`src/rtl/inst_fetch.sv`:
```
// -----------------------------------------------------------------------------
// inst_fetch -- instruction fetch stage
//
// Owns the program counter, drives the address of a combinational instruction
// ROM and registers the returned word into an instruction register for the
// decoder. Handles branch redirects (one-bubble squash), decoder stalls and
// program halt.
//
// Ports
//   Clk          in   clock, all state updates on posedge
//   Reset_n      in   synchronous active-low reset, highest priority
//   Start        in   one-cycle pulse, starts fetching at START_ADDR
//   InstAddress  out  ROM address (the PC register itself)
//   InstIn       in   ROM word at InstAddress, same cycle
//   Stall        in   decoder not ready, hold Inst/InstValid/PC
//   BranchEn     in   redirect request
//   BranchTarget in   absolute redirect address
//   Inst         out  registered instruction
//   InstPC       out  address Inst was fetched from
//   InstValid    out  Inst holds a live instruction
//   Done         out  high while halted
//   FetchCount   out  (FETCH_COUNT_EN only) saturating count of issued words
//
// Optional feature macro: FETCH_COUNT_EN
// -----------------------------------------------------------------------------
module inst_fetch #(
  parameter int          A          = 10,
  parameter int          W          = 9,
  parameter logic [A-1:0] START_ADDR = '0,
  parameter logic [W-1:0] HALT_WORD  = {W{1'b1}}
) (
  input  logic         Clk,
  input  logic         Reset_n,
  input  logic         Start,
  output logic [A-1:0] InstAddress,
  input  logic [W-1:0] InstIn,
  input  logic         Stall,
  input  logic         BranchEn,
  input  logic [A-1:0] BranchTarget,
  output logic [W-1:0] Inst,
  output logic [A-1:0] InstPC,
  output logic         InstValid,
  output logic         Done
`ifdef FETCH_COUNT_EN
  ,
  output logic [15:0]  FetchCount
`endif
);

  typedef enum logic [1:0] {
    IDLE   = 2'd0,
    FETCH  = 2'd1,
    HALTED = 2'd2
  } state_e;

  state_e         state_q, state_d;
  logic [A-1:0]   pc_q, pc_d;
  logic [W-1:0]   inst_q, inst_d;
  logic [A-1:0]   inst_pc_q, inst_pc_d;
  logic           vld_q, vld_d;
`ifdef FETCH_COUNT_EN
  logic [15:0]    count_q, count_d;
`endif

  always_ff @(posedge Clk) begin
    if (!Reset_n) begin
      state_q   <= IDLE;
      pc_q      <= START_ADDR;
      inst_q    <= '0;
      inst_pc_q <= '0;
      vld_q     <= 1'b0;
`ifdef FETCH_COUNT_EN
      count_q   <= '0;
`endif
    end else begin
      state_q   <= state_d;
      pc_q      <= pc_d;
      inst_q    <= inst_d;
      inst_pc_q <= inst_pc_d;
      vld_q     <= vld_d;
`ifdef FETCH_COUNT_EN
      count_q   <= count_d;
`endif
    end
  end

  always_comb begin
    state_d   = state_q;
    pc_d      = pc_q;
    inst_d    = inst_q;
    inst_pc_d = inst_pc_q;
    vld_d     = vld_q;
`ifdef FETCH_COUNT_EN
    count_d   = count_q;
`endif
    unique case (state_q)
      FETCH: begin
        if (BranchEn) begin
          // Redirect wins over stall; the word currently at PC is dropped.
          pc_d  = BranchTarget;
          vld_d = 1'b0;
        end else if (Stall) begin
          // Everything holds.
        end else if (InstIn == HALT_WORD) begin
          // PC parks on the halt address; halt word never reaches decode.
          state_d = HALTED;
          vld_d   = 1'b0;
        end else begin
          inst_d    = InstIn;
          inst_pc_d = pc_q;
          vld_d     = 1'b1;
          pc_d      = pc_q + A'(1);
`ifdef FETCH_COUNT_EN
          if (count_q != 16'hFFFF) count_d = count_q + 16'd1;
`endif
        end
      end
      default: begin
        // IDLE and HALTED: only Start is honoured.
        vld_d = 1'b0;
        if (Start) begin
          state_d = FETCH;
          pc_d    = START_ADDR;
`ifdef FETCH_COUNT_EN
          count_d = '0;
`endif
        end
      end
    endcase
  end

  assign InstAddress = pc_q;
  assign Inst        = inst_q;
  assign InstPC      = inst_pc_q;
  assign InstValid   = vld_q;
  assign Done        = (state_q == HALTED);
`ifdef FETCH_COUNT_EN
  assign FetchCount  = count_q;
`endif

endmodule
```
`config.mk`:
```
export PLATFORM = sky130hd
export DESIGN_NAME = inst_fetch
export DESIGN_NICKNAME = d
export VERILOG_FILES = /design/src/rtl/inst_fetch.sv
export SDC_FILE = /design/constraint.sdc
export NUM_CORES = 1
export LEC_CHECK = 0
export ABC_AREA = 1
export BUFFER_PORTS_ARGS = -buffer_cell sky130_fd_sc_hd__buf_2
export CELL_PAD_IN_SITES_DETAIL_PLACEMENT = 1
export CELL_PAD_IN_SITES_GLOBAL_PLACEMENT = 1
export CORE_ASPECT_RATIO = 1.25
export CORE_UTILIZATION = 36
export DETAILED_ROUTE_END_ITERATION = 10
export GPL_ROUTABILITY_DRIVEN = 0
export HOLD_SLACK_MARGIN = 0.06
export PLACE_DENSITY_LB_ADDON = 0.1
export SYNTH_ARGS = -nofsm -noshare
export SYNTH_HDL_FRONTEND = slang
export SYNTH_SLANG_ARGS = --single-unit
```
`constraint.sdc`:
```
create_clock -name Clk -period 2 [get_ports Clk]
set_input_delay 0.3 -clock Clk [delete_from_list [all_inputs] [get_ports Clk]]
set_output_delay 0.3 -clock Clk [all_outputs]
set_load 0.02 [all_outputs]
```
== Yosys cells after proc, flatten, opt, wreduce, memory -nomap -nowiden ==
Cells that the tools add are included.

* Register bits after elaboration: 32
* Logic and storage cells: 35
* Output and inout bits: 31
* Bits of input ports: 24

* Reduce and logical (&&, ||, !) cells: 5
* Bitwise operators: 5
* Eq/ne operators: 8
* Add/subtract/negate cells: 1
* Mux-type cells: 11

{| class="wikitable"
|+ Operator list
! cell !! count
|-
| two-way mux 10 bit || 5
|-
| adder 10 x 1 -> 10 bit (second input constant) || 1
|-
| two-way mux 2 bit || 5
|-
| == test 9 bit (second input constant) || 1
|-
| AND reduction 4 bit || 2
|-
| != test 2 bit (second input constant) || 3
|-
| != test 3 bit (second input constant) || 2
|-
| inverter 1 bit || 5
|-
| AND reduction 3 bit || 1
|-
| OR reduction 3 bit || 1
|-
| == test 2 x 1 -> 1 bit (second input constant) || 1
|-
| == test 2 bit (second input constant) || 1
|-
| nonzero test 2 bit || 1
|-
| two-way mux 1 bit || 1
|}

== Longest topological paths before layout ==
* Depth in word-level cells: 5
* Depth in mapped cells: 10
* Mapped depth without buffers: 10

== Worst setup path after synthesis ==
Ideal clock, no wire load.

* Kind: register -> register
* Start point: register pc_q[0], in the netlist InstAddress[0]
* End point: register pc_q[6], in the netlist InstAddress[6]
* Stages on the path, launching flop included: 9
* Library setup time: 0.113 ns
* Slack: 0.653 ns
* Buffers on the path: 0
* Clock period less this slack: 1.347 ns
* Arrival time: 1.234 ns
* Data required time: 1.887 ns
* Cell sequence: dfxtp_1 ha_1 nand2_1 nor2_1 nand2_1 nand2_1 o21ai_0 nor2_1 nor2_1

* Longest elaborated chain between the ends: 5

{| class="wikitable"
|+ RTL lines
! what !! RTL line !! RTL
|-
| start, declared || 57 || <nowiki>logic [A-1:0] pc_q, pc_d;</nowiki>
|-
| start signal, assigned || 77 || <nowiki>pc_q <= pc_d;</nowiki>
|-
| adder 10 x 1 -> 10 bit || 112 || <nowiki>pc_d = pc_q + A'(1);</nowiki>
|-
| two-way mux 10 bit || 104 || <nowiki>end else if (InstIn == HALT_WORD) begin</nowiki>
|-
| two-way mux 10 bit || 102 || <nowiki>end else if (Stall) begin</nowiki>
|-
| two-way mux 10 bit || 98 || <nowiki>if (BranchEn) begin</nowiki>
|-
| two-way mux 10 bit || 96 || <nowiki>unique case (state_q)</nowiki>
|}

Every way passes these cells. The select of a mux whose other input is x is not followed.
A chain may end at the register's enable or synchronous reset.

== Worst setup path in the final report ==
* Start point: register state_q[0]
* End point: register pc_q[7], in the netlist InstAddress[7]

* Longest elaborated chain between the ends: 3
* Elaborated cells between the ends (all ways): 6
* Classes of those cells: eq/ne: 3; mux: 1; reduce/logical: 2

{| class="wikitable"
|+ RTL lines
! what !! RTL line !! RTL
|-
| start, declared || 56 || <nowiki>state_e state_q, state_d;</nowiki>
|-
| start signal, assigned || 76 || <nowiki>state_q <= state_d;</nowiki>
|-
| == test 2 x 1 -> 1 bit * || 96 ||
|-
| != test 3 bit (no line) or nonzero test 2 bit (tied branches) || - ||
|-
| AND reduction 3 bit (no line) || - ||
|}

Every way passes the cells marked *; elsewhere a longest branch is shown, timed or not.

==> flow_summary.ini <==
[status]
outcome = completed

[worst_setup_path]
crit_family = simple AND/OR/NAND/NOR gates
start_kind = register
end_kind = register
worstPathMaxFanout = 12
cp.required_ns = 2.18
crit_buf_inv = 1
worst_ep_arrival_time_ns = 1.67
crit_slowest_cell = dfxtp_1
worst-setup-path-type = reg -> reg
path_cells = nand2_1 -> nor2_4 -> buf_4 -> nand2_2 -> nand2_2 -> nand2_1 -> nand2_1 -> nor2_1
cpPeakStageDelay_ns = 0.40
crit_path_frequent_cell = nand2_1

[place]
hpwl_mm = 3.169
portBuffers = 54
place_inst = 351

[route]
drt_wl_total_mm = 4.319
routed_via_density = 4.677
drc = 0
route.detailed.wl_per_inst_um = 12.03
antenna_left = 0
route.vias.total = 1679
dr.pass1.iters = 4
drt_iter0_markers = 66

[min_path]
hold_class = in -> reg

[clock_tree]
cts_resized = 0
cts.sinks = 32
root_buffer = clkbuf_8
clk_pin_slew_worst_paths_ns = 0.07
cts_buffers = 5
post-cts-setup-buffers = 0
cts_htree_levels = 2
ctsHoldBuffers = 0
insertion_delay_ns = 0.28
cts_tree = yes
clock_path_buffers = 2

[power]
irDropWorstVdd_uv = 326.1
total_power_w = 0.001552
p_leak_nw = 0.9893
power.density_mw_per_mm2 = 775.2

[yosys]
synth-warning-count = 0
synthesis.area_mm2 = 0.001612
syn_avg_cell_area_um2 = 6.498
synth_area_leaders = dfxtp_1 40%, nand2_1 21%, nor2_1 7.5%
synthCells = 248
yosys.area.top_type_share = 0.3975
synth-seq-cells = 32
synth.distinct_cells = 26
syn-num-nets = 273
synth_top_area_cell = dfxtp_1
ys_seq_area_frac = 0.3975

[layout]
fin_cells = 359
fillers = 580
area_growth_pct = 24.22
drive_above_1_share = 0.2541
nets = 327
antenna_cells = 0

[run]
max_cap_viol_count = 0

[timing]
finalCriticalPeriod_ns = 1.492
max_freq_ghz = 0.6700
setup_violations = 0
rsz0062_at_grt = false
slew_violations = 0
hold_viol = 0
tns_ns = 0
final.period_utilization = 0.7462
fin_worst_skew_ns = 0.003346
maxSlewHeadroom = 0.5794
tightestPinTransition_ns = 0.6302

[global_route]
track_usage = 0.1978
grt_pass1_vias = 1572
grt_pass1_wl_mm = 7.176
overflow = 0
antenna_found_initial = 0
grt_start_max_net_pins = 21

[floorplanning]
die_h_um = 76.81
die_area_mm2 = 0.004750
ios = 55
die_w_um = 61.85
core_area_mm2 = 0.004197
std_cell_rows = 26
initial_core_util = 0.3840
[per-stage QoR]
| step | setup WS (ns) | utilization | hold slack, ns | cell area, um2 |
|---|---|---|---|---|
| final | 0.5075 | 0.4770 | 0.2745 | 2002 |
| after global routing | 0.3495 | 0.4770 | 0.2693 | 2002 |
| after CTS | 0.4989 | 0.4770 | 0.2669 | 2002 |
| after detailed placement | 0.4305 | 0.4514 | 0.4543 | 1894 |
| after global placement | 0.4926 | 0.4514 | 0.4486 | 1894 |
| after floorplan | 0.6529 | - | 0.4384 | 1612 |
[layout by cell type, fill, tap and decap left out, types with 2 or more instances in the layout]
| master | instances |
|---|---|
| o21ai_0 | 5 |
| inv_1 | 20 |
| nand3_1 | 15 |
| nand2_2 | 2 |
| a21oi_2 | 2 |
| clkbuf_8 | 5 |
| nor2_2 | 2 |
| nand2_1 | 92 |
| nand3_2 | 2 |
| nor2_1 | 32 |
| inv_2 | 2 |
| buf_4 | 3 |
| a21oi_1 | 22 |
| buf_2 | 54 |
| clkinv_2 | 2 |
| nand4_1 | 2 |
| dfxtp_1 | 32 |
[final cells by class]
| type | count | area [um2] | share of cell area |
|---|---|---|---|
| Multi-Input combinational cell | 182 | 799.5 | 0.3994 |
| Sequential cell | 32 | 640.6 | 0.3200 |
| Timing Repair Buffer | 57 | 292.8 | 0.1463 |
| Inverter | 24 | 91.34 | 0.04563 |
| Clock buffer | 6 | 72.57 | 0.03625 |
| Tap cell | 56 | 70.07 | 0.03500 |
| Clock inverter | 2 | 35.03 | 0.01750 |
[per-layer routing]
metal,global-route usage,share of wire,vias to the layer above
met5,0,0,-
li1,-,-,873
met4,0.06000,0.012,0
met2,0.3226,0.48,43
met3,0.04890,0.049,6
met1,0.2492,0.46,757
[final timing paths]
check	startpoint	end	slack [ns]	depth (start not counted)
worst max register to register	state_q[0]$_SDFFE_PN0P_	InstAddress[7]$_SDFFE_PN0P_	0.51	8
worst min register to register	Inst[2]$_SDFFE_PN0P_	Inst[2]$_SDFFE_PN0P_	0.46	2
worst max-delay path	state_q[0]$_SDFFE_PN0P_	InstAddress[7]$_SDFFE_PN0P_	0.51	8
worst min-delay path	InstIn[4]	Inst[4]$_SDFFE_PN0P_	0.27	3
[registers in the layout, indices dropped and copies added, names as in the netlist]
name         flops
Inst             9
InstAddress     10
InstPC          10
InstValid        1
state_q          2
[power by group]
part           internal, W  switching (W)  total (W)
combinational    0.0000834       0.000153   0.000236
sequential        0.000666      0.0000363   0.000702
clock             0.000370       0.000244   0.000614
total              0.00112       0.000433    0.00155
[synth_stat cells]
cell type   n
nand2_1    92
dfxtp_1    32
nor2_1     32
a21oi_1    22
inv_1      20
nand3_1    15
buf_6       5
o21ai_0     5
a21oi_2     2
clkbuf_1    2
inv_2       2
nand2_2     2
nand3_2     2
nand4_1     2
nor2_2      2
buf_1       1
buf_2       1
buf_4       1
clkinv_1    1
clkinv_2    1
ha_1        1
nor2_4      1
nor3_1      1
o21ai_1     1
or2_2       1
xor2_1      1
[worst reg2reg max path, delay by kind of cell (launching register included)]
kind | cells | cell delay (ns)
buffers and inverters | 1 | 0.20
flip-flops | 1 | 0.40
AND/OR/NAND/NOR | 7 | 0.79
[logic make-up after synthesis]
kind of cell               synth area share
DFF                                  0.3975
adders and majority gates          0.007763
and+or+nand+nor                      0.3851
buffers and inverters                0.1064
xor gates and xnor gates           0.005436
AOI/OAI and AO/OA                   0.09783
Note: power is estimated with default switching activity, not from simulation.
